## config.mk

```make
export PLATFORM = sky130hd
export DESIGN_NAME = uart_fifo_bridge
export DESIGN_NICKNAME = d
export VERILOG_FILES = /design/src/rtl/uart_bridge_pkg.sv /design/src/rtl/uart_fifo_bridge_sync_fifo.sv /design/src/rtl/uart_fifo_bridge.sv
export SDC_FILE = /design/constraint.sdc
export NUM_CORES = 1
export LEC_CHECK = 0
export CAP_MARGIN = 20
export CORE_AREA = 2 2 201 144
export CTS_CLUSTER_SIZE = 16
export DETAILED_ROUTE_END_ITERATION = 8
export DIE_AREA = 0 0 203 146
export PLACE_DENSITY = 0.66
export SETUP_SLACK_MARGIN = 0.5
export SLEW_MARGIN = 20
export SYNTH_ARGS = -nofsm -noshare
export SYNTH_HDL_FRONTEND = slang
export SYNTH_HIERARCHICAL = 1
export SYNTH_SLANG_ARGS = --single-unit
```

## constraint.sdc

```tcl
create_clock -name clk -period 4.1 [get_ports clk]
set_input_delay 0.41 -clock clk [delete_from_list [all_inputs] [get_ports clk]]
set_output_delay 0.41 -clock clk [all_outputs]
set_load 0.005 [all_outputs]
```

## src/rtl/uart_bridge_pkg.sv

```systemverilog
// Shared constants and types for the UART FIFO bridge: bus offsets, status bit
// positions and the transmit sequencer state encoding.
package uart_bridge_pkg;

    localparam logic [3:0] UART_DATA_OFS = 4'h8;
    localparam logic [3:0] UART_STAT_OFS = 4'hC;

    localparam int STAT_TX_NFULL  = 0;
    localparam int STAT_RX_NEMPTY = 1;
    localparam int STAT_TX_OVF    = 2;
    localparam int STAT_RX_OVF    = 3;

    // Bit in a status write that clears both sticky overflow flags.
    localparam int STAT_CLR_BIT   = 7;

    typedef enum logic [1:0] {
        IDLE      = 2'd0,
        START     = 2'd1,
        WAIT_DONE = 2'd2
    } tx_state_t;

    function automatic logic [31:0] pack_status(input logic tx_nfull,
                                                input logic rx_nempty,
                                                input logic tx_ovf,
                                                input logic rx_ovf);
        logic [31:0] s;
        s                 = '0;
        s[STAT_TX_NFULL]  = tx_nfull;
        s[STAT_RX_NEMPTY] = rx_nempty;
        s[STAT_TX_OVF]    = tx_ovf;
        s[STAT_RX_OVF]    = rx_ovf;
        return s;
    endfunction

endpackage

```

## src/rtl/uart_fifo_bridge_sync_fifo.sv

```systemverilog
// Single-clock first-word-fall-through FIFO with an extra pointer bit for
// full/empty; a push while full is only accepted alongside a pop.
module sync_fifo #(
    parameter int WIDTH      = 8,
    parameter int DEPTH_LOG2 = 4
) (
    input  logic             clk,
    input  logic             rst,
    input  logic             push,
    input  logic             pop,
    input  logic [WIDTH-1:0] din,
    output logic [WIDTH-1:0] dout,
    output logic             full,
    output logic             empty
);

    localparam int DEPTH = 1 << DEPTH_LOG2;

    logic [WIDTH-1:0]    mem_q [DEPTH];
    logic [DEPTH_LOG2:0] wr_ptr_q, wr_ptr_d;
    logic [DEPTH_LOG2:0] rd_ptr_q, rd_ptr_d;
    logic                do_push, do_pop;

    assign empty = (wr_ptr_q == rd_ptr_q);
    assign full  = (wr_ptr_q[DEPTH_LOG2] != rd_ptr_q[DEPTH_LOG2]) &&
                   (wr_ptr_q[DEPTH_LOG2-1:0] == rd_ptr_q[DEPTH_LOG2-1:0]);
    assign dout  = mem_q[rd_ptr_q[DEPTH_LOG2-1:0]];

    always_comb begin
        do_pop   = pop & ~empty;
        do_push  = push & (~full | do_pop);
        wr_ptr_d = wr_ptr_q + {{DEPTH_LOG2{1'b0}}, do_push};
        rd_ptr_d = rd_ptr_q + {{DEPTH_LOG2{1'b0}}, do_pop};
    end

    always_ff @(posedge clk) begin
        if (rst) begin
            wr_ptr_q <= '0;
            rd_ptr_q <= '0;
        end else begin
            wr_ptr_q <= wr_ptr_d;
            rd_ptr_q <= rd_ptr_d;
        end
    end

    // Storage needs no reset; the pointers alone define what is valid.
    always_ff @(posedge clk) begin
        if (do_push) begin
            mem_q[wr_ptr_q[DEPTH_LOG2-1:0]] <= din;
        end
    end

endmodule

```

## src/rtl/uart_fifo_bridge.sv

```systemverilog
// Buffered bridge between the CPU serial window and the UART cores.
// Build option UART_BRIDGE_LOOPBACK_EN routes transmitted bytes back into the RX FIFO.
//
// state     | meaning
// IDLE      | waiting for a queued byte and an idle transmitter
// START     | holding tx_start_o for START_HOLD cycles
// WAIT_DONE | waiting for the transmitter to drop busy
module uart_fifo_bridge
    import uart_bridge_pkg::*;
#(
    parameter int DEPTH_LOG2 = 4,
    parameter int START_HOLD = 4
) (
    input  logic        clk,
    input  logic        rst,
    input  logic        bus_req_i,
    input  logic        bus_we_i,
    input  logic [3:0]  bus_addr_i,
    input  logic [7:0]  bus_data_i,
    output logic [31:0] bus_data_o,
    input  logic [7:0]  rx_data_i,
    input  logic        rx_ready_i,
    input  logic        tx_busy_i,
    output logic        tx_start_o,
    output logic [7:0]  tx_data_o,
    output logic        rx_int_o
);

    tx_state_t  state_q, state_d;
    logic       tx_start_q, tx_start_d;
    logic [7:0] tx_data_q, tx_data_d;
    logic [3:0] hold_cnt_q, hold_cnt_d;
    logic       tx_ovf_q, tx_ovf_d;
    logic       rx_ovf_q, rx_ovf_d;
    logic       rx_int_q, rx_int_d;

    logic       data_wr, data_rd, stat_clr;
    logic       tx_push, tx_pop, tx_full, tx_empty;
    logic [7:0] tx_head;
    logic       rx_push_req, rx_push, rx_pop, rx_full, rx_empty;
    logic [7:0] rx_head, rx_din;
    logic       lb_push;

    sync_fifo #(
        .WIDTH      (8),
        .DEPTH_LOG2 (DEPTH_LOG2)
    ) u_tx_fifo (
        .clk   (clk),
        .rst   (rst),
        .push  (tx_push),
        .pop   (tx_pop),
        .din   (bus_data_i),
        .dout  (tx_head),
        .full  (tx_full),
        .empty (tx_empty)
    );

    sync_fifo #(
        .WIDTH      (8),
        .DEPTH_LOG2 (DEPTH_LOG2)
    ) u_rx_fifo (
        .clk   (clk),
        .rst   (rst),
        .push  (rx_push),
        .pop   (rx_pop),
        .din   (rx_din),
        .dout  (rx_head),
        .full  (rx_full),
        .empty (rx_empty)
    );

    always_comb begin
        data_wr  = bus_req_i &  bus_we_i & (bus_addr_i == UART_DATA_OFS);
        data_rd  = bus_req_i & ~bus_we_i & (bus_addr_i == UART_DATA_OFS);
        stat_clr = bus_req_i &  bus_we_i & (bus_addr_i == UART_STAT_OFS) &
                   bus_data_i[STAT_CLR_BIT];
        tx_push  = data_wr & ~tx_full;
        rx_pop   = data_rd & ~rx_empty;
    end

`ifdef UART_BRIDGE_LOOPBACK_EN
    logic unused_lb;
    assign unused_lb   = ^{tx_busy_i, rx_ready_i, rx_data_i};
    assign rx_push_req = lb_push;
    assign rx_din      = tx_head;
`else
    assign rx_push_req = rx_ready_i;
    assign rx_din      = rx_data_i;
`endif

    // A full RX FIFO still takes the byte when a read frees a slot this cycle.
    always_comb begin
        rx_push  = rx_push_req & (~rx_full | rx_pop);
        tx_ovf_d = (tx_ovf_q & ~stat_clr) | (data_wr & tx_full);
        rx_ovf_d = (rx_ovf_q & ~stat_clr) | (rx_push_req & rx_full & ~rx_pop);
        rx_int_d = ~rx_empty;
    end

    always_comb begin
        state_d    = state_q;
        tx_start_d = tx_start_q;
        tx_data_d  = tx_data_q;
        hold_cnt_d = hold_cnt_q;
        tx_pop     = 1'b0;
        lb_push    = 1'b0;
        case (state_q)
            IDLE: begin
`ifdef UART_BRIDGE_LOOPBACK_EN
                if (!tx_empty) begin
                    tx_pop    = 1'b1;
                    lb_push   = 1'b1;
                    tx_data_d = tx_head;
                    state_d   = WAIT_DONE;
                end
`else
                if (!tx_empty && !tx_busy_i) begin
                    tx_pop     = 1'b1;
                    tx_data_d  = tx_head;
                    tx_start_d = 1'b1;
                    hold_cnt_d = 4'(START_HOLD - 1);
                    state_d    = START;
                end
`endif
            end
            START: begin
                if (hold_cnt_q == 4'd0) begin
                    tx_start_d = 1'b0;
                    state_d    = WAIT_DONE;
                end else begin
                    hold_cnt_d = hold_cnt_q - 4'd1;
                end
            end
            WAIT_DONE: begin
`ifdef UART_BRIDGE_LOOPBACK_EN
                state_d = IDLE;
`else
                if (!tx_busy_i) begin
                    state_d = IDLE;
                end
`endif
            end
            default: begin
                state_d    = IDLE;
                tx_start_d = 1'b0;
            end
        endcase
    end

    always_ff @(posedge clk) begin
        if (rst) begin
            state_q    <= IDLE;
            tx_start_q <= 1'b0;
            tx_data_q  <= 8'h00;
            hold_cnt_q <= 4'd0;
            tx_ovf_q   <= 1'b0;
            rx_ovf_q   <= 1'b0;
            rx_int_q   <= 1'b0;
        end else begin
            state_q    <= state_d;
            tx_start_q <= tx_start_d;
            tx_data_q  <= tx_data_d;
            hold_cnt_q <= hold_cnt_d;
            tx_ovf_q   <= tx_ovf_d;
            rx_ovf_q   <= rx_ovf_d;
            rx_int_q   <= rx_int_d;
        end
    end

    always_comb begin
        bus_data_o = 32'h0;
        if (bus_addr_i == UART_DATA_OFS) begin
            if (!rx_empty) begin
                bus_data_o = {24'h0, rx_head};
            end
        end else if (bus_addr_i == UART_STAT_OFS) begin
            bus_data_o = pack_status(~tx_full, ~rx_empty, tx_ovf_q, rx_ovf_q);
        end
    end

    assign tx_start_o = tx_start_q;
    assign tx_data_o  = tx_data_q;
    assign rx_int_o   = rx_int_q;

endmodule

```

==> results by group <==
Cells and area
  – Fin util: 0.5122
  – Final-stage net count: 826
  – Register area: 0.008457 sq mm
  – Footprint of the multi-input gates: 0.003468 sq mm
  – Antenna Cells: 0
  – Fillers: 2210
  – Fin cells: 1184
  – Share of layout cells above drive strength 1: 0.1734
  – Fin area: 0.01409 sq mm
  – Area Growth Syn to Fin: 14.29%

Placed design
  – GPL Wtd Cong: 0.9256
  – Cell Count Post-Placement: 1127
  – Estimated wirelength of the detail-placed design: 18370 um
  – Post-DP Area: 0.01312 sq mm
  – Setup WS pre-CTS: 0.5749 ns
  – Port Buffers: 43

Timing
  – Max_slew headroom: 0.4635
  – Setup_tns: 0 ns
  – Max-slew violation count: 0
  – Final WS setup: 0.5702 ns
  – RSZ-0062 raised after global routing: yes
  – Hold Vio Cnt, Final: 0
  – Final setup violation count: 0
  – Final worst path period share: 0.8609
  – Worst-margin pin slew: 0.8018 ns
  – Maximum clock rate: 283.3 MHz
  – Period minus WS final: 3.530 ns
  – Hold slack: 0.4730 ns
  – Clock Skew: 0.01587 ns

Synthesis
  – Top-count cell post-synth: edfxtp_1
  – Synth top area share: 0.6237
  – Post-synth top flop: edfxtp_1
  – Yosys reg bits: 294
  – Post-synthesis area per instance: 17.07 sq um
  – Leading area contributor after synthesis: edfxtp_1
  – Register area share after synthesis: 0.6854
  – Post-Syn Area: 0.01233 sq mm
  – Cells after Synth: 722
  – Async SR Flop Fraction: 0
  – Ranking of synthesized cells by area: edfxtp_1 (62%), dfxtp_1 (6.2%), mux4_2 (5.3%)
  – Cell variety after synth: 56
  – EDFF count, synth: 256
  – Synthesis Warnings: 6
  – Cell types with the highest counts after synthesis: edfxtp_1 (256), mux2i_1 (48), nor2_1 (40)

Routing
  – Vias/cell: 5.694
  – # DRC: 0
  – Drt wl/cell: 23.18 um
  – Vias: 6742
  – WL final: 27440 um
  – Starting DRT DRC Count: 659
  – Drt first pass iters: 5
  – Post-route antenna net violation count: 0

Floorplan
  – Die Y: 146 um
  – Top Ports: 68
  – Width of the die: 203 um
  – Die area: 0.02964 sq mm
  – Initial core utilization: 0.4482
  – FP Rows: 51
  – Core area: 0.02750 sq mm

Clock network
  – H-tree Lvls: 1
  – Clock Sinks: 294
  – CTS tree: built
  – Maximum clock insertion buffer count: 3
  – Clk slew on worst S/H paths: 0.06 ns
  – TritonCTS Buffers: 29
  – Root buffer cell: clkbuf_16
  – Clk_lat worst skew: 0.54 ns

Global routing
  – Total track usage: 0.1869
  – Antenna violations before repair: 0
  – Global-route wire length before repair: 41800 um
  – Largest net degree at the start of global routing: 43
  – Vias in the first global route: 6733
  – GR Overflow Total: 0

Setup path
  – CP max FO: 8
  – Critical Path AT: 3.12 ns
  – CP startpoint kind: register
  – CP Data Required Time: 3.69 ns
  – Crit path capture type: output pin
  – Critical setup path kind: reg -> out

Hold path
  – Worst Hold Class: reg -> reg

Job
  – Max-cap violations: 0

Power
  – Pwr dens: 423.9 mW/mm^2
  – Leak: 4.384 nW
  – Design Power: 5.972 mW
  – Peak VDD IR: 0.0002888 V

Status
  – Status: completed
## final timing paths
| check | startpoint | end | slack [ns] | depth (start not counted) |
|---|---|---|---|---|
| hold reg to reg | tx_data_o[1]$_SDFFE_PP0P_ | tx_data_o[1]$_SDFFE_PP0P_ | 0.47 | 2 |
| setup reg to reg | u_tx_fifo/wr_ptr_q[2]$_SDFF_PP0_ | u_tx_fifo/mem_q[2][2]$_DFFE_PP_ | 0.75 | 9 |
| hold / removal | tx_data_o[1]$_SDFFE_PP0P_ | tx_data_o[1]$_SDFFE_PP0P_ | 0.47 | 2 |
| setup / recovery | u_rx_fifo/rd_ptr_q[2]$_SDFF_PP0_ | bus_data_o[0] | 0.57 | 8 |
## flip-flops by register name, summed over array words and instances (netlist names)
| signal | flops |
|---|---|
| hold_cnt_q | 4 |
| rx_int_o | 1 |
| rx_ovf_q | 1 |
| state_q | 2 |
| tx_data_o | 8 |
| tx_ovf_q | 1 |
| tx_start_o | 1 |
| u_rx_fifo/mem_q | 128 |
| u_rx_fifo/rd_ptr_q | 5 |
| u_rx_fifo/wr_ptr_q | 5 |
| u_tx_fifo/mem_q | 128 |
| u_tx_fifo/rd_ptr_q | 5 |
| u_tx_fifo/wr_ptr_q | 5 |
## report_power, final
group | switching [mW] | internal, mW | total (mW)
Clock | 1.10 | 1.42 | 2.52
Sequential | 0.0107 | 3.27 | 3.28
Combinational | 0.109 | 0.0588 | 0.168
Total | 1.22 | 4.75 | 5.97
## area by class of cell
type	count	area share
clock buffers	31	0.05205
clock inverters	22	0.01252
inverters	10	0.002665
multi-input cells	373	0.2462
flip-flops and latches	294	0.6003
well taps	371	0.03295
repair buffers	83	0.05329
## cells by family after synthesis
kind of cell             count (synthesis)  synth area share
adder cells (fa/ha/maj)                  9          0.009136
XOR/XNOR                                22           0.01563
AO/OA/AOI/OAI                           76           0.04568
flip-flops                             294            0.6854
multiplexers                            96            0.1325
buffers and inverters                   78           0.04142
AND/OR/NAND/NOR                        146           0.06994
other                                    1         0.0003042
## worst max-delay path: stages, from the launching register on
cell and delay [ns]:
dfxtp_1 0.42, and2_2 0.31, a22oi_1 0.39, a32oi_1 0.21, o21ai_1 0.15, nor3b_1 0.22, a21oi_1 0.06, nor2_1 0.23
clkdlybuf4s50_1 0.60
## metal layers
layer / wire (um) / share of wire / GRT usage
met1: 12310 / 0.45 / 0.2842
met2: 11950 / 0.44 / 0.2728
met3: 2571 / 0.094 / 0.04254
met4: 607 / 0.022 / 0.04672
met5: 0 / 0 / 0
## timing repair
| item | 4_1_cts | 5_1_grt |
|---|---|---|
| gates resized for setup | 3 | 6 |
| setup endpoints to repair | 8 | 10 |
| pin swaps | 0 | 1 |
| gates cloned | 0 | 0 |
| setup buffers | 0 | 4 |
| hold buffers | 0 | 0 |
## cells in the final DEF, fill, tap and decap left out, types with 5 or more instances in the layout
cell type        synthesis  routed
conb_1                   1      24
clkbuf_16                0      29
nand3b_1                 5       5
nor2_1                  40      40
nand2b_1                11      11
xnor2_1                 14      14
a32oi_1                 16      16
inv_1                   10      10
dfxtp_1                 38      33
o21ai_1                 16      16
nand3_1                 11      11
xor2_1                   8       8
edfxtp_1               256     256
mux4_1                  19      19
nor3_1                  10      10
clkinv_2                 0       9
mux4_2                  29      29
clkdlybuf4s50_1          0      43
nor4b_2                  6       8
buf_4                   30      37
nand2_1                 20      20
a22oi_1                 18      18
a21oi_1                 12      12
ha_1                     9       9
nor2b_1                 14      13
mux2i_1                 48      48
(Power assumes the default switching activity.)
